--- config.mk ---
export PLATFORM = sky130hd
export DESIGN_NAME = pad_mux_ctrl
export DESIGN_NICKNAME = d
export VERILOG_FILES = /design/src/rtl/pad_mux_pkg.sv /design/src/rtl/pad_mux_ctrl_sync.sv /design/src/rtl/pad_mux_ctrl.sv
export SDC_FILE = /design/constraint.sdc
export NUM_CORES = 2
export LEC_CHECK = 0
export BUFFER_PORTS_ARGS = -buffer_cell sky130_fd_sc_hd__buf_2
export CORE_AREA = 2 2 371 373
export DETAILED_ROUTE_END_ITERATION = 8
export DIE_AREA = 0 0 373 375
export PLACE_DENSITY = 0.48
export REMOVE_ABC_BUFFERS = 1
export SYNTH_ARGS = -nofsm -noshare
export SYNTH_HDL_FRONTEND = slang
export SYNTH_HIERARCHICAL = 1
export SYNTH_SLANG_ARGS = --single-unit
--- constraint.sdc ---
create_clock -name clk -period 2.6 [get_ports clk]
set_clock_uncertainty 0.2 [all_clocks]
set_input_delay 0.39 -clock clk [delete_from_list [all_inputs] [get_ports clk]]
set_output_delay 0.39 -clock clk [all_outputs]
set_load 0.1 [all_outputs]
--- src/rtl/pad_mux_pkg.sv ---
// rtl/pad_mux_pkg.sv - FSM states, safe-state constants and sizing helpers for the pad multiplexer
package pad_mux_pkg;

    typedef enum logic [1:0] {
        ST_IDLE,
        ST_DRAIN,
        ST_APPLY,
        ST_SETTLE
    } pm_state_e;

    localparam logic SAFE_OUT = 1'b0;
    localparam logic SAFE_OEN = 1'b1;
    localparam logic SAFE_IE  = 1'b0;

    function automatic int fsel_w(input int n_func);
        return (n_func > 1) ? $clog2(n_func) : 1;
    endfunction

    function automatic int max_int(input int a, input int b);
        return (a > b) ? a : b;
    endfunction

endpackage

--- src/rtl/pad_mux_ctrl_sync.sv ---
// rtl/pad_mux_ctrl_sync.sv - reset-to-0 flop chain synchronising one raw pad input
module pad_sync #(
    parameter int STAGES = 2
) (
    input  logic clk,
    input  logic rst_n,
    input  logic d,
    output logic q
);

    logic [STAGES-1:0] chain_q;

    always_ff @(posedge clk or negedge rst_n) begin
        if (!rst_n) begin
            chain_q <= '0;
        end else begin
            chain_q <= {chain_q[STAGES-2:0], d};
        end
    end

    assign q = chain_q[STAGES-1];

endmodule

--- src/rtl/pad_mux_ctrl.sv ---
// rtl/pad_mux_ctrl.sv - per-pad function mux with glitch-free tristate/settle on reconfiguration
module pad_mux_ctrl
    import pad_mux_pkg::*;
#(
    parameter int N_PADS       = 32,
    parameter int N_FUNC       = 4,
    parameter int CFG_W        = 6,
    parameter int GUARD_CYCLES = 4,
    parameter int SYNC_STAGES  = 2,
    localparam int FSEL_W      = fsel_w(N_FUNC)
) (
    input  logic                       clk,
    input  logic                       rst_n,
    input  logic                       cfg_valid_i,
    output logic                       cfg_ready_o,
    input  logic [N_PADS*FSEL_W-1:0]   mux_sel_i,
    input  logic [N_PADS*CFG_W-1:0]    cfg_i,
    input  logic [N_FUNC*N_PADS-1:0]   func_out_i,
    input  logic [N_FUNC*N_PADS-1:0]   func_oen_i,
    output logic [N_FUNC*N_PADS-1:0]   func_in_o,
    input  logic [N_PADS-1:0]          pad_in_i,
    output logic [N_PADS-1:0]          pad_out_o,
    output logic [N_PADS-1:0]          pad_oen_o,
    output logic [N_PADS-1:0]          pad_ie_o,
    output logic [N_PADS*CFG_W-1:0]    pad_cfg_o,
    output logic                       busy_o
);

    localparam int CNT_W = $clog2(max_int(GUARD_CYCLES, SYNC_STAGES) + 1);

    pm_state_e                 state_q, state_d;
    logic [CNT_W-1:0]          cnt_q, cnt_d;
    logic [N_PADS*FSEL_W-1:0]  sel_q, sel_d, req_sel_q, req_sel_d;
    logic [N_PADS*CFG_W-1:0]   cfg_q, cfg_d, req_cfg_q, req_cfg_d;
    logic [N_PADS-1:0]         mask_q, mask_d, new_mask;
    logic [N_PADS-1:0]         out_q, out_d, oen_q, oen_d, ie_q, ie_d;
    logic [N_PADS-1:0]         sync_q;

    always_comb begin
        new_mask = '0;
        for (int p = 0; p < N_PADS; p++) begin
            new_mask[p] = (mux_sel_i[p*FSEL_W +: FSEL_W] != sel_q[p*FSEL_W +: FSEL_W]);
        end
    end

    // sel/cfg are loaded on the edge entering APPLY so the pads show them during APPLY
    always_comb begin
        state_d   = state_q;
        cnt_d     = cnt_q;
        sel_d     = sel_q;
        cfg_d     = cfg_q;
        req_sel_d = req_sel_q;
        req_cfg_d = req_cfg_q;
        mask_d    = mask_q;
        unique case (state_q)
            ST_IDLE: begin
                if (cfg_valid_i) begin
                    req_sel_d = mux_sel_i;
                    req_cfg_d = cfg_i;
                    mask_d    = new_mask;
                    cnt_d     = '0;
                    if (|new_mask) begin
                        state_d = ST_DRAIN;
                    end else begin
                        state_d = ST_APPLY;
                        sel_d   = mux_sel_i;
                        cfg_d   = cfg_i;
                    end
                end
            end
            ST_DRAIN: begin
                if (cnt_q == CNT_W'(GUARD_CYCLES - 1)) begin
                    state_d = ST_APPLY;
                    sel_d   = req_sel_q;
                    cfg_d   = req_cfg_q;
                end else begin
                    cnt_d = cnt_q + CNT_W'(1);
                end
            end
            ST_APPLY: begin
                if (|mask_q) begin
                    state_d = ST_SETTLE;
                    cnt_d   = CNT_W'(1);
                end else begin
                    state_d = ST_IDLE;
                end
            end
            ST_SETTLE: begin
                if (cnt_q == CNT_W'(SYNC_STAGES - 1)) begin
                    state_d = ST_IDLE;
                end else begin
                    cnt_d = cnt_q + CNT_W'(1);
                end
            end
            default: state_d = ST_IDLE;
        endcase
    end

    // pad registers look at next-cycle state/sel so they line up with the FSM cycle
    always_comb begin
        out_d = '0;
        oen_d = '0;
        ie_d  = '0;
        for (int p = 0; p < N_PADS; p++) begin
            if (mask_d[p] && state_d == ST_DRAIN) begin
                out_d[p] = SAFE_OUT;
                oen_d[p] = SAFE_OEN;
                ie_d[p]  = SAFE_IE;
            end else if (int'(sel_d[p*FSEL_W +: FSEL_W]) < N_FUNC) begin
                out_d[p] = func_out_i[int'(sel_d[p*FSEL_W +: FSEL_W])*N_PADS + p];
                oen_d[p] = func_oen_i[int'(sel_d[p*FSEL_W +: FSEL_W])*N_PADS + p];
                ie_d[p]  = 1'b1;
            end else begin
                out_d[p] = SAFE_OUT;
                oen_d[p] = SAFE_OEN;
                ie_d[p]  = 1'b1;
            end
        end
    end

    always_ff @(posedge clk or negedge rst_n) begin
        if (!rst_n) begin
            state_q   <= ST_IDLE;
            cnt_q     <= '0;
            sel_q     <= '0;
            cfg_q     <= '0;
            req_sel_q <= '0;
            req_cfg_q <= '0;
            mask_q    <= '0;
            out_q     <= '0;
            oen_q     <= '1;
            ie_q      <= '1;
        end else begin
            state_q   <= state_d;
            cnt_q     <= cnt_d;
            sel_q     <= sel_d;
            cfg_q     <= cfg_d;
            req_sel_q <= req_sel_d;
            req_cfg_q <= req_cfg_d;
            mask_q    <= mask_d;
            out_q     <= out_d;
            oen_q     <= oen_d;
            ie_q      <= ie_d;
        end
    end

    for (genvar p = 0; p < N_PADS; p++) begin : g_sync
        pad_sync #(.STAGES(SYNC_STAGES)) u_sync (
            .clk   (clk),
            .rst_n (rst_n),
            .d     (pad_in_i[p]),
            .q     (sync_q[p])
        );
    end

    // a changed pad's input stays gated until its synchroniser has refilled
    always_comb begin
        func_in_o = '0;
        for (int f = 0; f < N_FUNC; f++) begin
            for (int p = 0; p < N_PADS; p++) begin
                if (int'(sel_q[p*FSEL_W +: FSEL_W]) == f && !(mask_q[p] && state_q != ST_IDLE)) begin
                    func_in_o[f*N_PADS + p] = sync_q[p];
                end
            end
        end
    end

    assign cfg_ready_o = (state_q == ST_IDLE);
    assign busy_o      = !cfg_ready_o;
    assign pad_out_o   = out_q;
    assign pad_oen_o   = oen_q;
    assign pad_ie_o    = ie_q;
    assign pad_cfg_o   = cfg_q;

endmodule

==> impl_metrics.ini <==
[timing]
rsz0062_at_grt = true
finalSetupTns_ns = -230.79
hold_viol = 0
hold_ws_ns = 0.0440
tightest_slew_ns = 0.750
fmax_ghz = 0.297
setup_ws_ns = -0.769
fin_crit_sh_pct = 130
drv_slew = 0
slew_headroom_pct = 50.0
setup_violations = 445
fin_crit_ns = 3.37

[logic_synthesis]
synth_top_flop_cell = dfrtp_1
synth_cell_types = 45
synth_area_sq_um = 33100
synth_seq_cells = 709
yosysSeqAreaShare_pct = 53.8
syn-mean-instance-area_sq_um = 10.4
yosysWarnings = 6
synth_edf_count = 0
synthArstFlopShare_pct = 100
synth_cells = 3183

[cells_and_area]
areaGrowthSynthToFinish_pct = 75.9
utilization_pct = 42.8
layout-drive-gt1-share_pct = 48.4
nets = 5624

[drt]
routed_wl_um = 154000
route.detailed.drc = 0
vias_per_cell = 4.53
drt_iter0_markers = 1737
first_pass_iters = 5
num_vias = 31600
final_antenna_net_count = 0
wl_per_cell_um = 22.1

[critical_path]
crit_family = buffers and inverters
required_ns = 2.94
r2r-start = sel_q[24]
cp_slowest_cell = dfrtp_1
r2r_slack_ns = -0.77
max_stage_delay_ns = 0.40
cp_cell_sequence = xor2_2, nor4_4, buf_4, nand4_1, buf_4, nor4_4, nand3_2, a21oi_4, buf_12, clkbuf_16, buf_12, buf_12, mux2_4
start_kind = flop
crit_path_end_kind = flop
crit_arrival_ns = 3.71
crit_path_frequent_cell = buf_12
reg2reg_depth = 13
crit_type = reg -> reg
critPathBufInv = 6
cp_max_fo = 7
r2r-end = pad_cfg_o[134]

[placed_design]
portBuffers = 964
gp_congestion = 0.878
dp_slack_ns = -1.60
dp_hpwl_um = 109000

[global_route]
grt_antenna_before_repair = 45
first_global_vias = 33400
grtUsageTotal_pct = 21.3
grt_overflow_total = 0
grt_max_degree = 87
grt_first_pass_wirelength_um = 223000

[worst_hold_path]
hold_path_class = in -> reg
whs_endpoint = pad_out_o[16]
worstHoldPathCells = 4
worstHoldStart = func_out_i[16]

[clocking]
clock_path_buffers = 3
clock-root-buffer = clkbuf_16
cts_tree = built
clock_latency_ns = 0.69
htreeDepth = 3
clk_pin_slew_ns = 0.06
cts_buffers = 87
cts_sinks = 709

[floorplanning]
rows = 136
die_area_sq_um = 140000
core_area_sq_um = 136000
dieHeight_um = 375
initial_utilization_pct = 24.3
io_pins = 965
die_width_um = 373

[outcome]
status = finished, violations left
violations = setup timing

[power_and_ir_drop]
powerDensity_nw_per_um2 = 1570
ir_drop_mv = 1.62
p_leak_nw = 27.3

[flow_run]
maxCapViolCount = 0
-- cell families (layout without fill, tap and decap cells) --
kind of cell / Yosys count / in the layout / share of synthesized area [%]
AOI/OAI and AO/OA: 348 / 348 / 7.30
other: 0 / 25 / 0
muxes: 515 / 515 / 17.3
adders and majority gates: 3 / 3 / 0.113
xor gates and xnor gates: 64 / 64 / 1.69
and+or+nand+nor: 1255 / 1255 / 15.9
buffers and inverters: 289 / 2250 / 3.85
DFF: 709 / 709 / 53.8
-- synth_stat cells (all sizes together), types with 2 or more instances --
cell type / number / area [sq um]
inv: 69 / 259
o21ai: 94 / 470
a21o: 26 / 195
a211o: 2 / 17.5
nand4: 6 / 37.5
nor4: 25 / 163
and4: 14 / 123
o211ai: 5 / 37.5
dfstp: 64 / 1680
nor3: 65 / 325
and2: 7 / 43.8
nand3: 11 / 55.1
clkbuf: 160 / 602
mux2: 419 / 4720
o21a: 51 / 383
dfrtp: 645 / 16100
or3: 29 / 181
nor2: 150 / 563
a21boi: 20 / 150
nor3b: 46 / 345
nand2: 880 / 3300
ha: 3 / 37.5
mux2i: 91 / 911
mux4: 5 / 113
o22ai: 58 / 363
and3: 19 / 119
buf: 60 / 415
xor2: 64 / 561
a211oi: 76 / 701
a21oi: 12 / 63.8
-- worst max path at each step --
stage | startpoint | endpoint | slack [ns] | cells after the start
global route | sel_q[24] | pad_cfg_o[134] | -0.84 | 13
CTS | sel_q[24] | pad_cfg_o[64] | -0.83 | 12
global placement | mux_sel_i[16] | pad_cfg_o[5] | -1.53 | 11
finish | sel_q[24] | pad_cfg_o[134] | -0.77 | 13
detailed placement | mux_sel_i[17] | pad_cfg_o[5] | -1.60 | 11
floorplan | state_q[0] | pad_out_o[5] | -11.98 | 7
-- metrics by stage --
step	cell area (sq um)	power [mW]	cells
final	58300	91.3	6963
after global routing	58200	95.4	6954
after CTS	57200	90.0	6914
after detailed placement	45300	70.3	6196
after global placement	45300	69.9	6196
after floorplan	32100	52.1	2963
-- registers in the layout, summed over array words and instances, names as in the netlist --
signal,cells
pad_ie_o,32
req_cfg_q,192
pad_oen_o,32
pad_cfg_o,192
sel_q,64
req_sel_q,64
g_sync.u_sync/chain_q,64
state_q,2
pad_out_o,32
cnt_q,3
mask_q,32
-- cells in the final DEF, fill, tap and decap left out, types with 18 or more instances in the layout --
cell           instances
o21a_1                50
buf_6                104
clkbuf_16             92
xor2_1                62
nor2_4                45
buf_2                833
buf_12               195
dlygate4sd3_1        491
dfrtp_1              643
inv_2                 21
nor2_1                89
o22ai_1               58
nor3_4                44
nand2_4               43
a211oi_4              22
diode_2               25
o21ai_0               65
inv_1                 47
nand2_1              821
buf_4                370
mux2i_1               91
and3_4                18
dfstp_2               64
nor3b_4               29
mux2_1               108
mux2_4                78
a21o_4                22
a211oi_2              52
mux2_2               233
or3_1                 29
-- final cells by class --
cell class,count,area [sq um]
Clock buffer,120,2480
Inverter,69,262
Clock inverter,39,507
Multi-Input combinational cell,2185,17300
Tap cell,1794,2240
Fill cell,12900,78000
Timing Repair Buffer,2022,17600
Sequential cell,709,17800
Antenna cell,25,62.6
-- power by group --
part / internal (mW) / leakage [nW] / switching [mW] / total [mW]
combinational: 20.1 / 17.4 / 39.0 / 59.1
sequential: 16.4 / 8.42 / 2.87 / 19.3
clock: 7.62 / 1.47 / 5.25 / 12.9
total: 44.1 / 27.3 / 47.1 / 91.3
-- worst register-to-register path, stage by stage (launching register included) --
cell	delay (ns)
dfrtp_1	0.40
xor2_2	0.18
nor4_4	0.34
buf_4	0.20
nand4_1	0.21
buf_4	0.24
nor4_4	0.25
nand3_2	0.12
a21oi_4	0.16
buf_12	0.15
clkbuf_16	0.21
buf_12	0.14
buf_12	0.13
mux2_4	0.30
-- metal layers --
layer | up-vias | wire length [um] | track usage (%)
li1 | 14600 | - | -
met1 | 15700 | 60900 | 25.1
met2 | 1057 | 77400 | 37.7
met3 | 259 | 9630 | 4.94
met4 | 16 | 5500 | 7.42
met5 | - | 102 | 0
-- what timing repair did --
| item | CTS | global route |
|---|---|---|
| hold buffers | 491 | 0 |
| cloned | 13 | 3 |
| pin swaps | 246 | 164 |
| endpoints found under the setup margin | 510 | 447 |
| gates resized for setup | 731 | 203 |
| hold endpoints to repair | 974 | 0 |
| setup buffers | 66 | 38 |
(Power assumes the default switching activity.)
